<file path="src/rtl/myo_spi_pkg.sv">
// Shared definitions for the myo SPI link: frame layout, word indices, FSM states
// and the status snapshot layout used by master and responder alike.
package myo_spi_pkg;

  localparam int          SPI_FRAME_WORDS = 10;
  localparam logic [15:0] HEADER_WORD     = 16'h8000;
  localparam logic [7:0]  FRAME_WORDS_CNT = 8'(SPI_FRAME_WORDS);

  localparam logic [7:0] IDX_HDR     = 8'd0;
  localparam logic [7:0] IDX_PWM     = 8'd1;
  localparam logic [7:0] IDX_CTRL    = 8'd2;
  localparam logic [7:0] IDX_POS_L   = 8'd3;
  localparam logic [7:0] IDX_POS_H   = 8'd4;
  localparam logic [7:0] IDX_VEL     = 8'd5;
  localparam logic [7:0] IDX_CUR     = 8'd6;
  localparam logic [7:0] IDX_DISP_L  = 8'd7;
  localparam logic [7:0] IDX_DISP_H  = 8'd8;
  localparam logic [7:0] IDX_SENSOR1 = 8'd9;

  typedef logic [1:0] state_t;
  localparam state_t ST_IDLE   = 2'd0;
  localparam state_t ST_ACTIVE = 2'd1;
  localparam state_t ST_COMMIT = 2'd2;

  // 112-bit motor status snapshot, frozen at the start of every frame
  typedef struct packed {
    logic [31:0] position;
    logic [15:0] velocity;
    logic [15:0] current;
    logic [31:0] displacement;
    logic [15:0] sensor1;
  } status_t;

  function automatic logic [7:0] satInc8(input logic [7:0] v);
    return (v == 8'hFF) ? v : v + 8'd1;
  endfunction

endpackage

</file>
<file path="src/rtl/myo_spi_tx_mux.sv">
// Maps the tx word index onto the frozen status snapshot; 32-bit values go low half first.
module myo_spi_tx_mux
  import myo_spi_pkg::*;
(
  input  logic [7:0]  txCnt_i,
  input  status_t     shadow_i,
  output logic [15:0] word_o
);

  always_comb begin
    word_o = 16'h0000;
    case (txCnt_i)
      IDX_POS_L:   word_o = shadow_i.position[15:0];
      IDX_POS_H:   word_o = shadow_i.position[31:16];
      IDX_VEL:     word_o = shadow_i.velocity;
      IDX_CUR:     word_o = shadow_i.current;
      IDX_DISP_L:  word_o = shadow_i.displacement[15:0];
      IDX_DISP_H:  word_o = shadow_i.displacement[31:16];
      IDX_SENSOR1: word_o = shadow_i.sensor1;
      default:     word_o = 16'h0000;
    endcase
  end

endmodule

</file>
<file path="src/rtl/myo_spi_responder.sv">
// Motorboard-side frame controller for the myo SPI link (FPGA motorboard emulation).
// Optional link watchdog enabled by defining MYO_RESPONDER_WATCHDOG_EN.
module myo_spi_responder
  import myo_spi_pkg::*;
#(
  parameter int unsigned WATCHDOG_CYCLES = 5000000
) (
  input  logic               clock,
  input  logic               reset,
  input  logic               ss_n,
  input  logic               di_req,
  input  logic               write_ack,
  input  logic               data_read_valid,
  input  logic        [15:0] data_read,
  input  logic signed [31:0] position,
  input  logic signed [15:0] velocity,
  input  logic signed [15:0] current,
  input  logic signed [31:0] displacement,
  input  logic signed [15:0] sensor1,
  output logic        [15:0] Word,
  output logic               wren,
  output logic signed [15:0] pwm_ref,
  output logic        [15:0] control_flag,
  output logic               frame_valid,
  output logic               frame_error,
  output logic        [15:0] error_count,
  output logic               link_timeout
);

  state_t      state_q, state_d;
  logic        ssPrev_q, diReqPrev_q, wackPrev_q, drvPrev_q;
  logic [7:0]  rxCnt_q, rxCnt_d, txCnt_q, txCnt_d;
  logic        hdrBad_q, hdrBad_d;
  logic [15:0] pwmStage_q, pwmStage_d, ctrlStage_q, ctrlStage_d;
  status_t     shadow_q, shadow_d;
  logic [15:0] word_q, word_d;
  logic        wren_q, wren_d;
  logic [15:0] pwmRef_q, pwmRef_d, ctrlFlag_q, ctrlFlag_d;
  logic        frameValid_q, frameValid_d, frameError_q, frameError_d;
  logic [15:0] errCnt_q, errCnt_d;
  logic [15:0] txWord;
  logic        ssFall, ssRise, diRise, wackRise, drvFall;
  logic        commitOk, wdFire;

  assign ssFall   = ssPrev_q & ~ss_n;
  assign ssRise   = ~ssPrev_q & ss_n;
  assign diRise   = ~diReqPrev_q & di_req;
  assign wackRise = ~wackPrev_q & write_ack;
  assign drvFall  = drvPrev_q & ~data_read_valid;
  assign commitOk = (state_q == ST_COMMIT) && (rxCnt_q == FRAME_WORDS_CNT) && !hdrBad_q;

  myo_spi_tx_mux uTxMux (
    .txCnt_i  (txCnt_q),
    .shadow_i (shadow_q),
    .word_o   (txWord)
  );

  always_comb begin
    state_d      = state_q;
    rxCnt_d      = rxCnt_q;
    txCnt_d      = txCnt_q;
    hdrBad_d     = hdrBad_q;
    pwmStage_d   = pwmStage_q;
    ctrlStage_d  = ctrlStage_q;
    shadow_d     = shadow_q;
    word_d       = word_q;
    wren_d       = wren_q;
    pwmRef_d     = pwmRef_q;
    ctrlFlag_d   = ctrlFlag_q;
    frameValid_d = 1'b0;
    frameError_d = 1'b0;
    errCnt_d     = errCnt_q;

    case (state_q)
      ST_IDLE: begin
        if (ssFall) begin
          state_d               = ST_ACTIVE;
          rxCnt_d               = 8'd0;
          txCnt_d               = 8'd0;
          hdrBad_d              = 1'b0;
          wren_d                = 1'b0;
          shadow_d.position     = position;
          shadow_d.velocity     = velocity;
          shadow_d.current      = current;
          shadow_d.displacement = displacement;
          shadow_d.sensor1      = sensor1;
        end
      end
      ST_ACTIVE: begin
        // A word completing together with ss_n rising still counts toward this frame
        if (drvFall) begin
          if (rxCnt_q == IDX_HDR)  hdrBad_d    = (data_read != HEADER_WORD);
          if (rxCnt_q == IDX_PWM)  pwmStage_d  = data_read;
          if (rxCnt_q == IDX_CTRL) ctrlStage_d = data_read;
          rxCnt_d = satInc8(rxCnt_q);
        end
        if (wackRise) begin
          wren_d  = 1'b0;
          txCnt_d = satInc8(txCnt_q);
        end
        if (diRise && !wren_q) begin
          word_d = txWord;
          wren_d = 1'b1;
        end
        if (ssRise) begin
          wren_d  = 1'b0;
          state_d = ST_COMMIT;
        end
      end
      ST_COMMIT: begin
        if (commitOk) begin
          pwmRef_d     = pwmStage_q;
          ctrlFlag_d   = ctrlStage_q;
          frameValid_d = 1'b1;
        end else begin
          frameError_d = 1'b1;
          if (errCnt_q != 16'hFFFF) errCnt_d = errCnt_q + 16'd1;
        end
        state_d = ST_IDLE;
      end
      default: state_d = ST_IDLE;
    endcase

    if (wdFire && !commitOk) pwmRef_d = 16'h0000;
  end

  always_ff @(posedge clock or posedge reset) begin
    if (reset) begin
      state_q      <= ST_IDLE;
      ssPrev_q     <= 1'b0;
      diReqPrev_q  <= 1'b0;
      wackPrev_q   <= 1'b0;
      drvPrev_q    <= 1'b0;
      rxCnt_q      <= 8'd0;
      txCnt_q      <= 8'd0;
      hdrBad_q     <= 1'b0;
      pwmStage_q   <= 16'h0000;
      ctrlStage_q  <= 16'h0000;
      shadow_q     <= '0;
      word_q       <= 16'h0000;
      wren_q       <= 1'b0;
      pwmRef_q     <= 16'h0000;
      ctrlFlag_q   <= 16'h0000;
      frameValid_q <= 1'b0;
      frameError_q <= 1'b0;
      errCnt_q     <= 16'h0000;
    end else begin
      state_q      <= state_d;
      ssPrev_q     <= ss_n;
      diReqPrev_q  <= di_req;
      wackPrev_q   <= write_ack;
      drvPrev_q    <= data_read_valid;
      rxCnt_q      <= rxCnt_d;
      txCnt_q      <= txCnt_d;
      hdrBad_q     <= hdrBad_d;
      pwmStage_q   <= pwmStage_d;
      ctrlStage_q  <= ctrlStage_d;
      shadow_q     <= shadow_d;
      word_q       <= word_d;
      wren_q       <= wren_d;
      pwmRef_q     <= pwmRef_d;
      ctrlFlag_q   <= ctrlFlag_d;
      frameValid_q <= frameValid_d;
      frameError_q <= frameError_d;
      errCnt_q     <= errCnt_d;
    end
  end

`ifdef MYO_RESPONDER_WATCHDOG_EN
  logic [31:0] wdCnt_q;
  logic        linkTimeout_q;

  // Counter parks at the limit so the timeout stays asserted until a good frame
  assign wdFire = (wdCnt_q == WATCHDOG_CYCLES);

  always_ff @(posedge clock or posedge reset) begin
    if (reset) begin
      wdCnt_q       <= 32'd0;
      linkTimeout_q <= 1'b0;
    end else if (commitOk) begin
      wdCnt_q       <= 32'd0;
      linkTimeout_q <= 1'b0;
    end else if (wdFire) begin
      linkTimeout_q <= 1'b1;
    end else begin
      wdCnt_q <= wdCnt_q + 32'd1;
    end
  end

  assign link_timeout = linkTimeout_q;
`else
  logic unusedWatchdog;
  assign unusedWatchdog = ^WATCHDOG_CYCLES;
  assign wdFire         = 1'b0;
  assign link_timeout   = 1'b0;
`endif

  assign Word         = word_q;
  assign wren         = wren_q;
  assign pwm_ref      = pwmRef_q;
  assign control_flag = ctrlFlag_q;
  assign frame_valid  = frameValid_q;
  assign frame_error  = frameError_q;
  assign error_count  = errCnt_q;

endmodule

</file>
<file path="config.mk">
export PLATFORM = sky130hd
export DESIGN_NAME = myo_spi_responder
export DESIGN_NICKNAME = d
export VERILOG_FILES = /design/src/rtl/myo_spi_pkg.sv /design/src/rtl/myo_spi_tx_mux.sv /design/src/rtl/myo_spi_responder.sv
export SDC_FILE = /design/constraint.sdc
export NUM_CORES = 1
export LEC_CHECK = 0
export CORE_UTILIZATION = 47
export DETAILED_ROUTE_END_ITERATION = 12
export GPL_TIMING_DRIVEN = 0
export MAX_ROUTING_LAYER = met4
export PLACE_DENSITY = 0.79
export SLEW_MARGIN = 5
export SYNTH_ARGS = -nofsm -noshare
export SYNTH_HDL_FRONTEND = slang
export SYNTH_SLANG_ARGS = --single-unit
</file>
<file path="constraint.sdc">
create_clock -name clock -period 8.11 [get_ports clock]
set_input_delay 1.622 -clock clock [delete_from_list [all_inputs] [get_ports clock]]
set_output_delay 1.622 -clock clock [all_outputs]
set_load 0.1 [all_outputs]
</file>
==> summary.txt <==
Run status
  • Status: finished, final reports clean

Setup path
  • Setup crit start kind: register
  • Slowest CP cell: clkdlybuf4s50_1
  • Critical path type: reg -> out
  • Worst path max stage delay: 1170 ps
  • Buf/Inv on CP: 1
  • Cell family with most CP delay: buffers and inverters
  • Critical Path End Type: output port
  • Arrival time at the worst endpoint: 2130 ps
  • Crit path required time: 6490 ps
  • CP max FO: 6
  • Critical path, cell by cell: clkdlybuf4s50_1

Timing
  • Fin crit share: 46.3%
  • Fin. max-slew vios: 0
  • Slew @ Worst Pin: 1100 ps
  • Hold Slack: 469 ps
  • Fin crit period: 3760 ps
  • PnR worst setup slack: 4350 ps
  • F_max: 0.266 GHz
  • Worst Skew: 9.12 ps
  • Unrepaired setup endpoints after global routing: no
  • # setup viols final: 0
  • Final Hold Viols: 0
  • Slew HR: 26.4%

Synthesis
  • Post-synthesis sequential area ratio: 58.0%
  • Post-synth ARST share: 100%
  • Mapped Cells: 759
  • Yosys reg bits: 234
  • Post-synth cell types: 57
  • Yosys warns: 0
  • Top FF cell, synth: dfrtp_1
  • Mean Syn Cell Area: 13.3 um2
  • Syn_nets: 902
  • Post-synth EDFFs: 0
  • Mapped Area: 0.0101 mm2

Cells and area
  • P&R area growth vs syn: 31.5%
  • Share of layout cells above drive strength 1: 26.0%
  • Nets: 1131
  • ANT cells: 0
  • Cell area after layout: 0.0133 mm2
  • Non-filler instance count after layout: 1279
  • Core Util, Final: 63.2%

Pwr
  • Pwr dens: 312 mW/mm2
  • Leakage: 5.66 nW
  • Max VDD drop: 0.184 mV

CTS
  • CTS root buffer: clkbuf_16
  • Total CTS buffers: 25
  • Clk pin slew, worst setup/hold paths: 60 ps
  • Hold_buf cts: 0
  • Clock Path Buffers: 3
  • Worst-Skew Late Latency: 510 ps
  • CTS tree: built
  • Clock sinks: 234
  • Post-CTS setup buffer count: 0
  • CTS resizes: 0
  • H-tree lvl count: 1

Routing
  • DRC viols: 0
  • Initial DRC Count: 438
  • DR pass1 iterations: 7
  • Routed Antenna Nets: 0
  • Drt wl/cell: 19.7 um
  • Drt via density: 5.60
  • DR vias: 7167
  • DRT Wirelength: 25200 um

Hold path
  • Hold crit path type: reg -> reg

Placement
  • Cells after DPL: 1236
  • Hpwl dp: 18300 um
  • DP Area: 0.0125 mm2
  • Dpl ws: 4280 ps
  • RD Place Congestion: 0.834
  • IO buf count: 200

Global routing
  • Global-route wire length before repair: 39900 um
  • Global route overflow: 0
  • All-Layer GR Usage: 24.0%
  • Antenna violations before repair: 0
  • Largest net degree at the start of global routing: 98
  • Number of global-route vias before repair: 7312

Floorplanning
  • Initial cell density of the core: 48.0%
  • Die Wd: 149 um
  • Die Y-Extent: 149 um
  • Die area: 0.0221 mm2
  • Top Ports: 202
  • Core ar.: 0.0210 mm2
  • # rows: 53

Run
  • Maxcap violations: 0
-- cells by family after synthesis --
group	count (synthesis)	synth area share [%]
buffers and inverters	54	2.59
AOI/OAI and AO/OA	121	8.97
adders and majority gates	9	1.12
and+or+nand+nor	143	7.81
other	1	0.0371
muxes	177	19.7
xor gates and xnor gates	20	1.74
DFF	234	58.0
-- layout make-up --
cell class                 instances  area [um2]
sequential                       234        5860
inverter                           8        37.5
tap                              275         344
clock buffer                      40         732
timing repair buffer             202        2060
multi-input combinational        471        3980
fill                            1628        7740
buffer                            46         231
clock inverter                     3        40.0
-- worst reg2reg max path, cell delays in order (launching register included) --
cell and delay, ps:
dfrtp_1 470, inv_1 110, ha_1 200, clkbuf_1 220, clkbuf_1 330, a222oi_1 670
o22ai_1 230, a21oi_1 190, o21ai_2 60
-- flip-flops by register name, indices dropped and copies added (netlist names), 2 cells and up --
signal,flops
pwmStage_q,16
rxCnt_q,8
state_q,2
pwm_ref,16
Word,16
txCnt_q,8
control_flag,16
shadow_q,112
error_count,16
ctrlStage_q,16
-- where the power goes --
| part | switching, mW | total (mW) | internal [mW] |
|---|---|---|---|
| logic | 0.639 | 1.26 | 0.622 |
| registers | 0.237 | 1.80 | 1.56 |
| clock network | 0.432 | 1.08 | 0.643 |
-- layer usage --
metal | vias to the layer above | GRT usage [%] | wire length (um)
met5 | - | - | 0
met4 | 0 | 7.42 | 739
met3 | 50 | 3.90 | 1590
met2 | 272 | 38.8 | 12300
met1 | 3592 | 31.1 | 10600
li1 | 3253 | - | -
-- cells in the mapped netlist, drive strengths merged, types with 2 or more instances --
| library cell | n | area [um2] |
|---|---|---|
| dfrtp | 234 | 5860 |
| mux2 | 177 | 1990 |
| nand2 | 38 | 148 |
| o21ai | 34 | 219 |
| buf | 31 | 175 |
| nor2 | 26 | 100 |
| nand3 | 22 | 110 |
| a32oi | 16 | 140 |
| a21oi | 15 | 82.6 |
| a222oi | 15 | 150 |
| a22o | 15 | 131 |
| clkbuf | 15 | 56.3 |
| xnor2 | 13 | 114 |
| o22ai | 12 | 75.1 |
| nand4 | 11 | 68.8 |
| nor2b | 10 | 62.6 |
| ha | 9 | 113 |
| and3 | 8 | 50.1 |
| inv | 8 | 30.0 |
| nor4 | 7 | 58.8 |
| xor2 | 7 | 61.3 |
| nand2b | 4 | 32.5 |
| o31ai | 4 | 30.0 |
| a21o | 2 | 15.0 |
| and2 | 2 | 12.5 |
| and4 | 2 | 17.5 |
| nor3 | 2 | 10.0 |
| o211ai | 2 | 15.0 |
| or4b | 2 | 23.8 |
-- path summary, 6_finish.rpt --
kind	slack (ps)	startpoint	to	cells after the start
max in group asynchronous	5780	reset	shadow_q[22]	3
setup reg to reg	5520	txCnt_q[0]	Word[4]	8
hold reg to reg	470	diReqPrev_q	wren	1
hold / removal	470	diReqPrev_q	wren	1
min in group asynchronous	1530	reset	control_flag[7]	2
setup / recovery	4350	error_count[0]	error_count[0]	1
-- per-stage QoR --
| stage | total power, mW | TNS [ps] |
|---|---|---|
| floorplan | 2.66 | 0 |
| global placement | 3.01 | -636700 |
| detailed placement | 3.07 | 0 |
| CTS | 4.16 | 0 |
| global route | 4.34 | 0 |
| finish | 4.14 | 0 |
-- placed cells by master, fill, tap and decap left out, types with 8 or more instances in the layout --
master	netlist	final
and3_1	8	8
mux2_2	175	175
clkdlybuf4s50_1	0	200
o21ai_2	10	10
nand4_1	11	11
o21ai_0	23	23
nor2_1	25	25
a222oi_1	15	15
a22o_1	15	15
ha_1	9	9
dfrtp_1	234	234
nor2b_1	10	10
buf_2	23	23
xnor2_1	13	13
nand3_1	22	22
clkbuf_1	15	25
nand2_1	36	36
a21oi_1	13	13
a32oi_1	16	16
clkbuf_16	0	25
o22ai_1	12	12
(Power assumes the default switching activity.)
